## config.mk

```make
export PLATFORM = sky130hd
export DESIGN_NAME = bp_be_issue_queue_flat
export DESIGN_NICKNAME = d
export VERILOG_FILES = /design/src/rtl/bp_be_issue_queue_if.sv /design/src/rtl/bp_be_issue_queue.sv /design/src/flat_wrapper.sv
export SDC_FILE = /design/constraint.sdc
export NUM_CORES = 1
export LEC_CHECK = 0
export BUFFER_PORTS_ARGS = -buffer_cell sky130_fd_sc_hd__clkbuf_2
export CAP_MARGIN = 10
export CORE_UTILIZATION = 40
export CTS_CLUSTER_DIAMETER = 60
export CTS_CLUSTER_SIZE = 10
export DETAILED_ROUTE_END_ITERATION = 8
export SLEW_MARGIN = 10
export SYNTH_ARGS = -nofsm -noshare
export SYNTH_HDL_FRONTEND = slang
export SYNTH_SLANG_ARGS = --single-unit
export TNS_END_PERCENT = 1
```

## constraint.sdc

```tcl
create_clock -name clk_i -period 20.6 [get_ports clk_i]
set_input_delay 3.09 -clock clk_i [delete_from_list [all_inputs] [get_ports clk_i]]
set_output_delay 3.09 -clock clk_i [all_outputs]
set_load 0.03 [all_outputs]
```

## src/rtl/bp_be_issue_queue_if.sv

```systemverilog
// Bundle of the front-end enqueue port, the decoder issue port and the
// clear/roll/commit controls of the BE issue queue.
interface bp_be_issue_queue_if #(
    parameter int instr_width_p = 32,
    parameter int vaddr_width_p = 39,
    parameter int exc_width_p   = 3
);
    // Both handshakes transfer on a cycle where valid and ready are high together;
    // valid never waits on ready, and ready/valid outputs come from registers only.
    logic                     clr_v_i;
    logic                     roll_v_i;
    logic                     commit_v_i;

    logic                     fe_v_i;
    logic                     fe_ready_o;
    logic                     fe_exc_not_instr_i;
    logic [exc_width_p-1:0]   fe_exc_i;
    logic [vaddr_width_p-1:0] fe_pc_i;
    logic [instr_width_p-1:0] fe_instr_i;

    logic                     issue_v_o;
    logic                     issue_ready_i;
    logic                     issue_exc_not_instr_o;
    logic [exc_width_p-1:0]   issue_exc_o;
    logic [vaddr_width_p-1:0] issue_pc_o;
    logic [instr_width_p-1:0] issue_instr_o;

    logic                     empty_o;
    logic                     full_o;

    modport master (
        output clr_v_i, roll_v_i, commit_v_i,
        output fe_v_i, fe_exc_not_instr_i, fe_exc_i, fe_pc_i, fe_instr_i,
        input  fe_ready_o,
        input  issue_v_o, issue_exc_not_instr_o, issue_exc_o, issue_pc_o, issue_instr_o,
        output issue_ready_i,
        input  empty_o, full_o
    );

    modport slave (
        input  clr_v_i, roll_v_i, commit_v_i,
        input  fe_v_i, fe_exc_not_instr_i, fe_exc_i, fe_pc_i, fe_instr_i,
        output fe_ready_o,
        output issue_v_o, issue_exc_not_instr_o, issue_exc_o, issue_pc_o, issue_instr_o,
        input  issue_ready_i,
        output empty_o, full_o
    );
endinterface

```

## src/rtl/bp_be_issue_queue.sv

```systemverilog
// Checkpointed circular buffer between the FE queue and the BE decoder:
// write/issue/commit pointers allow replay from the oldest uncommitted entry.
module bp_be_issue_queue #(
    parameter int els_p         = 8,
    parameter int instr_width_p = 32,
    parameter int vaddr_width_p = 39,
    parameter int exc_width_p   = 3
) (
    input logic              clk_i,
    input logic              reset_n_i,
    bp_be_issue_queue_if.slave q
);
    localparam int idx_w   = $clog2(els_p);
    localparam int ptr_w   = idx_w + 1;
    localparam int entry_w = 1 + exc_width_p + vaddr_width_p + instr_width_p;

    typedef logic [ptr_w-1:0] ptr_t;

    ptr_t wptr, rptr, cptr;
    ptr_t wptr_next, rptr_next, cptr_next;
    ptr_t occupancy;

    logic [entry_w-1:0] mem [els_p];
    logic [entry_w-1:0] rd_entry;

    logic full, empty, issue_v;
    logic enq_fire, issue_fire, commit_fire;

    // Status depends on registered pointers only; the wrap bit separates full from empty.
    assign occupancy = wptr - cptr;
    assign full      = (occupancy == ptr_t'(els_p));
    assign empty     = (wptr == cptr);
    assign issue_v   = (rptr != wptr);

    assign q.full_o     = full;
    assign q.empty_o    = empty;
    assign q.fe_ready_o = ~full;
    assign q.issue_v_o  = issue_v;

    assign enq_fire    = q.fe_v_i & ~full & ~q.clr_v_i;
    assign issue_fire  = issue_v & q.issue_ready_i & ~q.roll_v_i & ~q.clr_v_i;
    // An illegal commit with nothing issued leaves cptr where it is.
    assign commit_fire = q.commit_v_i & ~q.clr_v_i & (cptr != rptr);

    always_comb begin
        wptr_next = wptr;
        rptr_next = rptr;
        cptr_next = cptr;
        if (q.clr_v_i) begin
            wptr_next = '0;
            rptr_next = '0;
            cptr_next = '0;
        end else begin
            if (enq_fire)    wptr_next = wptr + ptr_t'(1);
            if (commit_fire) cptr_next = cptr + ptr_t'(1);
            if (q.roll_v_i)      rptr_next = cptr_next;
            else if (issue_fire) rptr_next = rptr + ptr_t'(1);
        end
    end

    always_ff @(posedge clk_i or negedge reset_n_i) begin
        if (!reset_n_i) begin
            wptr <= '0;
            rptr <= '0;
            cptr <= '0;
        end else begin
            wptr <= wptr_next;
            rptr <= rptr_next;
            cptr <= cptr_next;
        end
    end

    // Storage is deliberately left unreset; issue_v gates its meaning.
    always_ff @(posedge clk_i) begin
        if (enq_fire) begin
            mem[wptr[idx_w-1:0]] <= {q.fe_exc_not_instr_i, q.fe_exc_i, q.fe_pc_i, q.fe_instr_i};
        end
    end

    assign rd_entry = mem[rptr[idx_w-1:0]];
    assign {q.issue_exc_not_instr_o, q.issue_exc_o, q.issue_pc_o, q.issue_instr_o} = rd_entry;

    commit_legal_a: assert property (
        @(posedge clk_i) disable iff (!reset_n_i)
        (q.commit_v_i && !q.clr_v_i) |-> (cptr != rptr)
    );
endmodule

```

## src/flat_wrapper.sv

```systemverilog
// flat-port wrapper written by rule: the top's interface ports become plain ports
module bp_be_issue_queue_flat 
#(
    parameter int els_p         = 8,
    parameter int instr_width_p = 32,
    parameter int vaddr_width_p = 39,
    parameter int exc_width_p   = 3
)
  (clk_i, reset_n_i, q_clr_v_i, q_roll_v_i, q_commit_v_i, q_fe_v_i, q_fe_exc_not_instr_i, q_fe_exc_i, q_fe_pc_i, q_fe_instr_i, q_fe_ready_o, q_issue_v_o, q_issue_exc_not_instr_o, q_issue_exc_o, q_issue_pc_o, q_issue_instr_o, q_issue_ready_i, q_empty_o, q_full_o);
  bp_be_issue_queue_if #(.instr_width_p(instr_width_p), .vaddr_width_p(vaddr_width_p), .exc_width_p(exc_width_p)) q_i ();
  input logic clk_i;
  input logic reset_n_i;
  input wire logic [$bits(q_i.clr_v_i)-1:0] q_clr_v_i;
  input wire logic [$bits(q_i.roll_v_i)-1:0] q_roll_v_i;
  input wire logic [$bits(q_i.commit_v_i)-1:0] q_commit_v_i;
  input wire logic [$bits(q_i.fe_v_i)-1:0] q_fe_v_i;
  input wire logic [$bits(q_i.fe_exc_not_instr_i)-1:0] q_fe_exc_not_instr_i;
  input wire logic [$bits(q_i.fe_exc_i)-1:0] q_fe_exc_i;
  input wire logic [$bits(q_i.fe_pc_i)-1:0] q_fe_pc_i;
  input wire logic [$bits(q_i.fe_instr_i)-1:0] q_fe_instr_i;
  output wire logic [$bits(q_i.fe_ready_o)-1:0] q_fe_ready_o;
  output wire logic [$bits(q_i.issue_v_o)-1:0] q_issue_v_o;
  output wire logic [$bits(q_i.issue_exc_not_instr_o)-1:0] q_issue_exc_not_instr_o;
  output wire logic [$bits(q_i.issue_exc_o)-1:0] q_issue_exc_o;
  output wire logic [$bits(q_i.issue_pc_o)-1:0] q_issue_pc_o;
  output wire logic [$bits(q_i.issue_instr_o)-1:0] q_issue_instr_o;
  input wire logic [$bits(q_i.issue_ready_i)-1:0] q_issue_ready_i;
  output wire logic [$bits(q_i.empty_o)-1:0] q_empty_o;
  output wire logic [$bits(q_i.full_o)-1:0] q_full_o;
  assign q_i.clr_v_i = q_clr_v_i;
  assign q_i.roll_v_i = q_roll_v_i;
  assign q_i.commit_v_i = q_commit_v_i;
  assign q_i.fe_v_i = q_fe_v_i;
  assign q_i.fe_exc_not_instr_i = q_fe_exc_not_instr_i;
  assign q_i.fe_exc_i = q_fe_exc_i;
  assign q_i.fe_pc_i = q_fe_pc_i;
  assign q_i.fe_instr_i = q_fe_instr_i;
  assign q_fe_ready_o = q_i.fe_ready_o;
  assign q_issue_v_o = q_i.issue_v_o;
  assign q_issue_exc_not_instr_o = q_i.issue_exc_not_instr_o;
  assign q_issue_exc_o = q_i.issue_exc_o;
  assign q_issue_pc_o = q_i.issue_pc_o;
  assign q_issue_instr_o = q_i.issue_instr_o;
  assign q_i.issue_ready_i = q_issue_ready_i;
  assign q_empty_o = q_i.empty_o;
  assign q_full_o = q_i.full_o;
  bp_be_issue_queue #(.els_p(els_p), .instr_width_p(instr_width_p), .vaddr_width_p(vaddr_width_p), .exc_width_p(exc_width_p)) u_core (.clk_i(clk_i), .reset_n_i(reset_n_i), .q(q_i));
endmodule
```

==> results of run 1 <==
-- flip-flops by register name (all words and copies together), names as in the netlist --
| signal | count |
|---|---|
| u_core.cptr | 4 |
| u_core.mem | 600 |
| u_core.wptr | 4 |
| u_core.rptr | 4 |
-- worst reg2reg max path, delay by kind of cell (launching register included) --
kind,cells,cell delay [ps]
simple gates,3,950
compound gates,2,730
flops,1,790
buf+inv,2,1380
fa+ha+maj,1,380
-- synthesized netlist by cell type --
master	instances
sky130_fd_sc_hd__dfrtp_1	12
sky130_fd_sc_hd__and4_1	1
sky130_fd_sc_hd__a311o_4	1
sky130_fd_sc_hd__mux2_1	1
sky130_fd_sc_hd__edfxtp_1	600
sky130_fd_sc_hd__or2_2	1
sky130_fd_sc_hd__nor3_1	2
sky130_fd_sc_hd__nand4_1	2
sky130_fd_sc_hd__nor2_1	11
sky130_fd_sc_hd__o21a_1	2
sky130_fd_sc_hd__buf_2	12
sky130_fd_sc_hd__buf_4	6
sky130_fd_sc_hd__clkbuf_1	26
sky130_fd_sc_hd__a31oi_1	3
sky130_fd_sc_hd__buf_1	4
sky130_fd_sc_hd__and3_1	3
sky130_fd_sc_hd__nor2b_1	2
sky130_fd_sc_hd__o21ai_1	1
sky130_fd_sc_hd__or3_1	1
sky130_fd_sc_hd__or4b_1	1
sky130_fd_sc_hd__o41ai_2	1
sky130_fd_sc_hd__ha_1	6
sky130_fd_sc_hd__nand2b_1	1
sky130_fd_sc_hd__mux2i_1	3
sky130_fd_sc_hd__mux4_2	150
sky130_fd_sc_hd__mux2_2	76
sky130_fd_sc_hd__nor4b_2	3
sky130_fd_sc_hd__xor2_1	8
sky130_fd_sc_hd__or3_4	1
sky130_fd_sc_hd__nand3_1	5
sky130_fd_sc_hd__o22ai_1	4
sky130_fd_sc_hd__nand2_1	7
sky130_fd_sc_hd__inv_1	7
sky130_fd_sc_hd__nor4_2	2
sky130_fd_sc_hd__xnor2_1	8
-- area by class of cell --
type / count / area share, %
Antenna cell: 3 / 0.0277
Multi-Input combinational cell: 307 / 18.2
Clock inverter: 2 / 0.0370
Sequential cell: 612 / 67.7
Inverter: 7 / 0.0970
Clock buffer: 82 / 6.87
Timing Repair Buffer: 183 / 3.59
Tap cell: 765 / 3.53
-- metrics by stage --
step	setup slack [ps]	std cells
final	13390	1961
after global routing	12980	1958
after CTS	13160	1958
after detailed placement	13810	1874
after global placement	13830	1874
after floorplan	11350	974
-- cells by family after synthesis --
| kind of cell | share of synthesized area, % |
|---|---|
| simple gates | 1.13 |
| xor+xnor | 0.598 |
| mux | 18.3 |
| flops | 78.2 |
| fa+ha+maj | 0.321 |
| buf+inv | 1.04 |
| compound gates | 0.427 |
-- worst min path at each step --
| stage | start | end | slack [ps] | cells past startpoint |
|---|---|---|---|---|
| after floorplan | u_core.wptr[3]$_DFFE_PN0P_ | u_core.wptr[3]$_DFFE_PN0P_ | 580 | 2 |
| after global placement | u_core.wptr[3]$_DFFE_PN0P_ | u_core.wptr[3]$_DFFE_PN0P_ | 620 | 2 |
| after detailed placement | u_core.wptr[3]$_DFFE_PN0P_ | u_core.wptr[3]$_DFFE_PN0P_ | 620 | 2 |
| after CTS | u_core.wptr[3]$_DFFE_PN0P_ | u_core.wptr[3]$_DFFE_PN0P_ | 630 | 2 |
| after global routing | u_core.wptr[3]$_DFFE_PN0P_ | u_core.wptr[3]$_DFFE_PN0P_ | 670 | 2 |
| final | u_core.wptr[3]$_DFFE_PN0P_ | u_core.wptr[3]$_DFFE_PN0P_ | 630 | 2 |
-- layer usage --
metal	track usage, %	vias up	routed length (um)
li1	-	4524	-
met1	20.8	5552	19900
met2	27.8	221	24300
met3	4.44	78	2600
met4	4.30	8	903
met5	0	-	53
-- power by group --
group          leakage [uW]  switching (uW)  internal [uW]  total, uW
logic               0.00209             355            271        626
clock network      0.000918             438            627       1060
registers           0.00558            31.0           1420       1450
==> results.md, run 1 <==
- In this run the count of I/O pins placed on the die edge is 161.
- The share of the core filled with cells is 46.9%.
- The via density per instance is 5.29.
- In the final layout, the share of cells above drive strength 1 is 41.8%.
- In this run the deepest clock path goes through 3 buffers.
- The shortest period the worst path allows is 7210 ps.
- The worst slew margin relative to its limit is 30.8%.
- The count of mapped cells out of synthesis is 974.
- The largest net degree at the start of global routing is 69.
- The setup path with the least slack is of type reg2out.
- For this block, the initial DRC count from the detailed router was 614.
- The post-detailed-route count of antenna-violating nets is 0.
- The element type at the critical path end is an output port.
- The all-layer global routing usage is 16.4%.
- Summed over all failing endpoints, the final setup total negative slack is 0 ps.
- The combined area of all synthesized cells is 0.0234 mm2.
- Data arrives at the worst endpoint at 4120 ps.
- The synthesized design spends more area on one cell type than any other, namely sky130_fd_sc_hd__edfxtp_1.
- The worst setup skew after layout is 24.2 ps.
- For this design, the slowest cell found on the critical path is sky130_fd_sc_hd__buf_4.
- The detailed-placement wirelength estimate is 25700 um.
- The tree is rooted in a sky130_fd_sc_hd__clkbuf_16.
- For this run, the detailed router's first-pass iteration total came to 4.
- The number of antenna violations at the first check in global routing is 6.
- After floorplanning, the core was divided into 88 placement rows.
- The width of the chip is 244 um.
- Of the available clock period, the critical path in the final layout requires 35.0%.
- In the layout the commonest cells are sky130_fd_sc_hd__edfxtp_1, sky130_fd_sc_hd__clkbuf_2, sky130_fd_sc_hd__mux4_2, sky130_fd_sc_hd__mux2_2, sky130_fd_sc_hd__clkbuf_16.
- VDD sags by at most 0.0000779 V.
- The area of all placed cells without fillers is 0.0271 mm2.
- The max-capacitance violation count is 0.
- In this run the worst path has a maximum fanout of 48.
- Ranked by total cell area, the synthesized netlist is headed by sky130_fd_sc_hd__edfxtp_1, sky130_fd_sc_hd__mux4_2, sky130_fd_sc_hd__mux2_2.
- The flow ran to the end, and the final reports show no timing, DRC or antenna violations.
- In the final design database the tool counted 1270 nets.
- The number of cells on the worst reg-to-reg path is 8.
- The worst setup path startpoint is u_core.rptr[0]$_DFFE_PN0P_.
- For this run, the slowest stage of the critical path takes 890 ps.
- The critical path goes through buf_4 > buf_4 > mux4_2 > mux2_2 > clkbuf_2.
- The distinct cell type count after synthesis is 35.
- The total core area is 0.0578 mm2.
- At the end of routability-driven placement, the weighted congestion stood at 0.713.
- Counting both buffers and inverters, the worst setup path holds a total of 3.
- The CTS sink count is 612.
- The share of the synthesized area in the top cell type is 76.9%.
- The total nets after synthesis is 1062.
- The total of flip-flops plus latches after synthesis is 612.
- The combined area of the multi-input logic cells is 0.00492 mm2.
- The remaining global-route overflow is 0.
- The cell area after placement is 0.0252 mm2.
- Of the synthesized area, sequential elements account for 78.2%.
- The vertical die dimension is 244 um.
- Overall power consumption after layout is estimated at 3150 uW.
- The H-tree generated during clock tree synthesis spans 3 levels.
- The number of vias in the routed layout is 10400.
- The filler cell count in the final layout is 4759.
- The count of final max-slew check failures came to 0.
- The clock transition at the registers of the reported paths is 50 ps.
- The tightest hold path in the finished design has a slack of 632 ps.
- The dominant cell type by count on the critical path is sky130_fd_sc_hd__buf_4.
- In the final layout, flip-flops and latches occupy 0.0183 mm2.
- The post-detailed-routing wire length is 47800 um.
- Setup violations remaining at the end of the flow were counted as 0.
- In this run the number of cells on the critical path is 5.
- The remaining design rule violation count is 0.
- The final number of hold-violating endpoints is 0.
- The kind of start point of the critical path is a flip-flop.
- The slew at the pin with the worst max-slew slack is 1040 ps.
- The worst-skew pair later-pin latency is 590 ps.
- In this run, CTS created clock tree buffers numbering 71.
- The library cell used most frequently in the layout, excluding fill and tap cells, is sky130_fd_sc_hd__edfxtp_1.
- The post-synthesis average cell area is 24.0 um2.
- The total power per unit cell area is 116 mW/mm2.
- The required arrival time at the worst endpoint is 17510 ps.
- In this run the critical register-to-register path is captured at u_core.mem[4][56]$_DFFE_PP_.
- From synthesis to final layout, the design area changed by 15.7%.
- In this run the tool buffered the top-level ports with 160 buffer cells.
- The clock tree from TritonCTS is yes.
- The type of the worst min-delay path is reg2reg.
- The via count of the first global-routing pass is 11300.
- For this run, the number of Yosys warnings is 0.
- The setup check on the worst reg-to-reg path leaves a slack of 15970 ps.
- The wire length of the first global-routing pass is 71500 um.
- The worst register-to-register path begins at u_core.wptr[1]$_DFFE_PN0P_.
- The wire length per cell after detailed routing is 24.4 um.
- The kind of cell with the highest combined delay on the critical path is buffers and inverters.
- The area of the die is 0.0595 mm2.
- Timing would allow up to 0.139 GHz.
- Setup repair after global routing left no endpoint under its margin.
- After clock tree synthesis, the setup repair step added 0 buffers.
- Buffers inserted to repair hold after CTS numbered 0.
- The starting utilization of the core area is 40.5%.
- The capture point of the critical path is q_issue_pc_o[30].
- The static leakage power is 0.00858 uW.
- Gates resized during post-CTS repair numbered 0.
Power figures use the tool's default switching activity.
==> run 2, diff against run 1 <==
clock period = 6.6 ns   (was 20.6 ns; I/O delays follow)
==> run 2 against run 1 <==
Effect of this change:
- combinational power rose to 3.1 times the previous value
- critical endpoint is now u_core.mem[4][58]$_DFFE_PP_
- via count down 0.56%
- power rose to 3.2 times the previous value
- setup slack worse by 11000 ps
==> results.md, run 2 (synthesis results as in run 1) <==
- The flow ran to the end, and the final reports show no timing, DRC or antenna violations.
- In this run the remaining antenna-violating nets after routing total 0.
- The largest individual stage delay along the critical path comes from the cell sky130_fd_sc_hd__dfrtp_1.
- Once the clock tree was built, the setup fixing pass inserted 0 buffers.
- For this run the aggregate overflow at the end of global routing stands at 0.
- The category of the critical setup timing path is reg2reg.
- The number of placed instances, taps included, is 1872.
- Combinational logic burns 19.7% of the power.
- The number of instances resized during post-cts repair is 0.
- The path class of the tightest hold or removal check is in2async.
- The static leakage power is 0.00862 uW.
- The dominant cell type by count on the critical path is sky130_fd_sc_hd__buf_4.
- The I/O pin count is 161.
- The remaining design rule violation count is 0.
- Before antenna repair, the detailed router went through 4 iterations.
- The max-capacitance violation count is 0.
- The wire length per cell after detailed routing is 23.4 um.
- The finished layout holds 1963 standard cells, fillers aside.
- Detailed placement ended at an HPWL of 24200 um.
- The clock network accounts for 34.5% of the total power.
- The total area inside the core boundary comes to 0.0578 mm2.
- The post-layout worst setup margin is 2430 ps.
- The count of final max-slew check failures is 0.
- Walking the worst path, the cells encountered are ha_1 > nor2b_1 > o21a_1 > or3_4 > a311o_4 > nor4b_4 > buf_4 > buf_4.
- The largest net degree at the start of global routing is 145.
- The number of antenna violations at the first check in global routing is 4.
- Derived from the worst setup path, the maximum achievable clock frequency is 0.240 GHz.
- After floorplanning, the core was divided into 88 placement rows.
- The later pin in the worst-skew pair is clocked with a latency of 580 ps.
- After routing, the total negative slack on setup checks comes to 0 ps.
- Global routing consumed, on the met3 layer, 4.39% of the routing resources.
- The post-detailed-routing wire length is 46000 um.
- The met2 layer usage reported by global route is 27.0%.
- The final net count is 1268.
- The iteration-0 DRC count of the detailed router is 544.
- The number of vias in the routed layout is 10300.
- The via density per instance is 5.26.
- The number of buffers on the longest clock path is 3.
- The area growth from synthesis to final layout is 16.2%.
- The clock transition at the registers of the reported paths is 50 ps.
- The cell sitting at the root of the clock tree is a sky130_fd_sc_hd__clkbuf_16.
- The largest fanout on the critical path is 31.
- The count of buffers added on input and output ports is 160.
- In the global route stage, overall resource usage came out at 15.9%.
- The filler cell count in the final layout is 4779.
- The width of the chip is 244 um.
- In this run the tightest slew margin relative to its limit is 33.9%.
- Once the floorplan was initialized, standard cells occupied 40.5% of the core.
- The signal arrival time at the worst endpoint is 4380 ps.
- The register with the most flip-flops in the layout has 600 of them.
- The layer flagged by global routing as most heavily used is met2.
- The required arrival time at the worst endpoint is 6810 ps.
- The sequential fraction of design power is 45.8%.
- The element type at the critical path end is a flip-flop.
- The largest stage delay on the critical path is 740 ps.
- Setup violations remaining at the end of the flow were counted as 0.
- In this run, CTS created clock tree buffers numbering 71.
- Global routing used 19.8% of the available met1 tracks.
- The area of the die is 0.0595 mm2.
- The design internal power is 7340 uW.
- 0 antenna diodes ended up in the layout.
- The wire length of the first global-routing pass is 69600 um.
- The total power per unit cell area is 365 mW/mm2.
- The final worst-path cycle share is 63.2%.
- In this run the power spent charging and discharging nets is 2590 uW.
- STA classifies the critical path startpoint as a flip-flop.
- The via count of the first global-routing pass is 11200.
- The proportion of total power due to net switching is 26.1%.
- Leaving out fill and tap cells, the most frequent cell in the layout is sky130_fd_sc_hd__edfxtp_1.
- Setup repair after global routing left no endpoint under its margin.
- VDD sags by at most 0.000230 V.
- Clock tree synthesis found a total of 612 sinks.
- The fraction of final layout cells sized beyond drive strength 1 is 41.8%.
- Between clock sinks in the finished design, the worst skew comes to 14.0 ps.
- The final weighted congestion in routability-driven placement is 0.777.
- The pre-CTS worst setup slack is 2380 ps.
- The vertical die dimension is 244 um.
- The clock period could shrink to 4170 ps.
- The top cell types in the final layout, fill and taps aside, are sky130_fd_sc_hd__edfxtp_1, sky130_fd_sc_hd__clkbuf_2, sky130_fd_sc_hd__mux4_2, sky130_fd_sc_hd__mux2_2, sky130_fd_sc_hd__clkbuf_16.
- TritonCTS built the clock tree.
- The final number of hold-violating endpoints is 0.
- The slew at the pin with the worst max-slew slack is 991 ps.
- The H-tree was split into 3 levels.
- The number of hold buffers added after CTS was 0.
run 2: path summary, 6_finish.rpt:
check	startpoint	endpoint	slack, ps	cells after the start
worst max-delay path	u_core.wptr[1]$_DFFE_PN0P_	u_core.mem[4][58]$_DFFE_PP_	2430	8
max in group asynchronous	reset_n_i	u_core.rptr[0]$_DFFE_PN0P_	6030	1
min in group clk_i	u_core.wptr[3]$_DFFE_PN0P_	u_core.wptr[3]$_DFFE_PN0P_	620	2
worst max register to register	u_core.wptr[1]$_DFFE_PN0P_	u_core.mem[4][58]$_DFFE_PP_	2430	8
worst min register to register	u_core.wptr[3]$_DFFE_PN0P_	u_core.wptr[3]$_DFFE_PN0P_	620	2
worst min-delay path	reset_n_i	u_core.cptr[2]$_DFF_PN0_	290	1
run 2: cell type report:
type	instances	area (um2)	area share (%)
multi-input cells	307	4930	18.1
repair buffers	181	996	3.66
inverters	7	26.3	0.0966
well taps	765	957	3.52
clock buffers	88	1950	7.15
clock inverters	3	32.5	0.120
flip-flops and latches	612	18300	67.4
run 2: metal layers:
layer | routed length, um | share of wire [%] | vias to the layer above
met5 | 39 | 0.085 | -
met3 | 2370 | 5.1 | 60
li1 | - | - | 4532
met2 | 23700 | 52 | 202
met1 | 19100 | 42 | 5525
met4 | 727 | 1.6 | 6
run 2: stage by stage:
step,total power [uW],hold slack [ps],utilization (%),cell area [um2]
after detailed placement,6640,614,43.7,25200
after CTS,10100,253,47.1,27200
after global routing,10300,268,47.1,27200
after global placement,6620,598,43.7,25200
after floorplan,6100,575,-,23400
final,9930,291,47.1,27200
run 2: power groups by stage:
stage | registers [uW] | logic (uW) | clock network [uW]
6_report | 4550 | 1960 | 3430
4_1_cts | 4560 | 2010 | 3540
5_1_grt | 4570 | 2100 | 3670
3_5_place_dp | 4630 | 2010 | 0
3_3_place_gp | 4620 | 2000 | 0
2_1_floorplan | 4560 | 1540 | 0
run 2: critical path: cells and delay by family, from the launching register on:
kind,cells,cell delay [ps]
buf+inv,2,1060
compound gates,2,730
fa+ha+maj,1,370
flops,1,740
simple gates,3,840
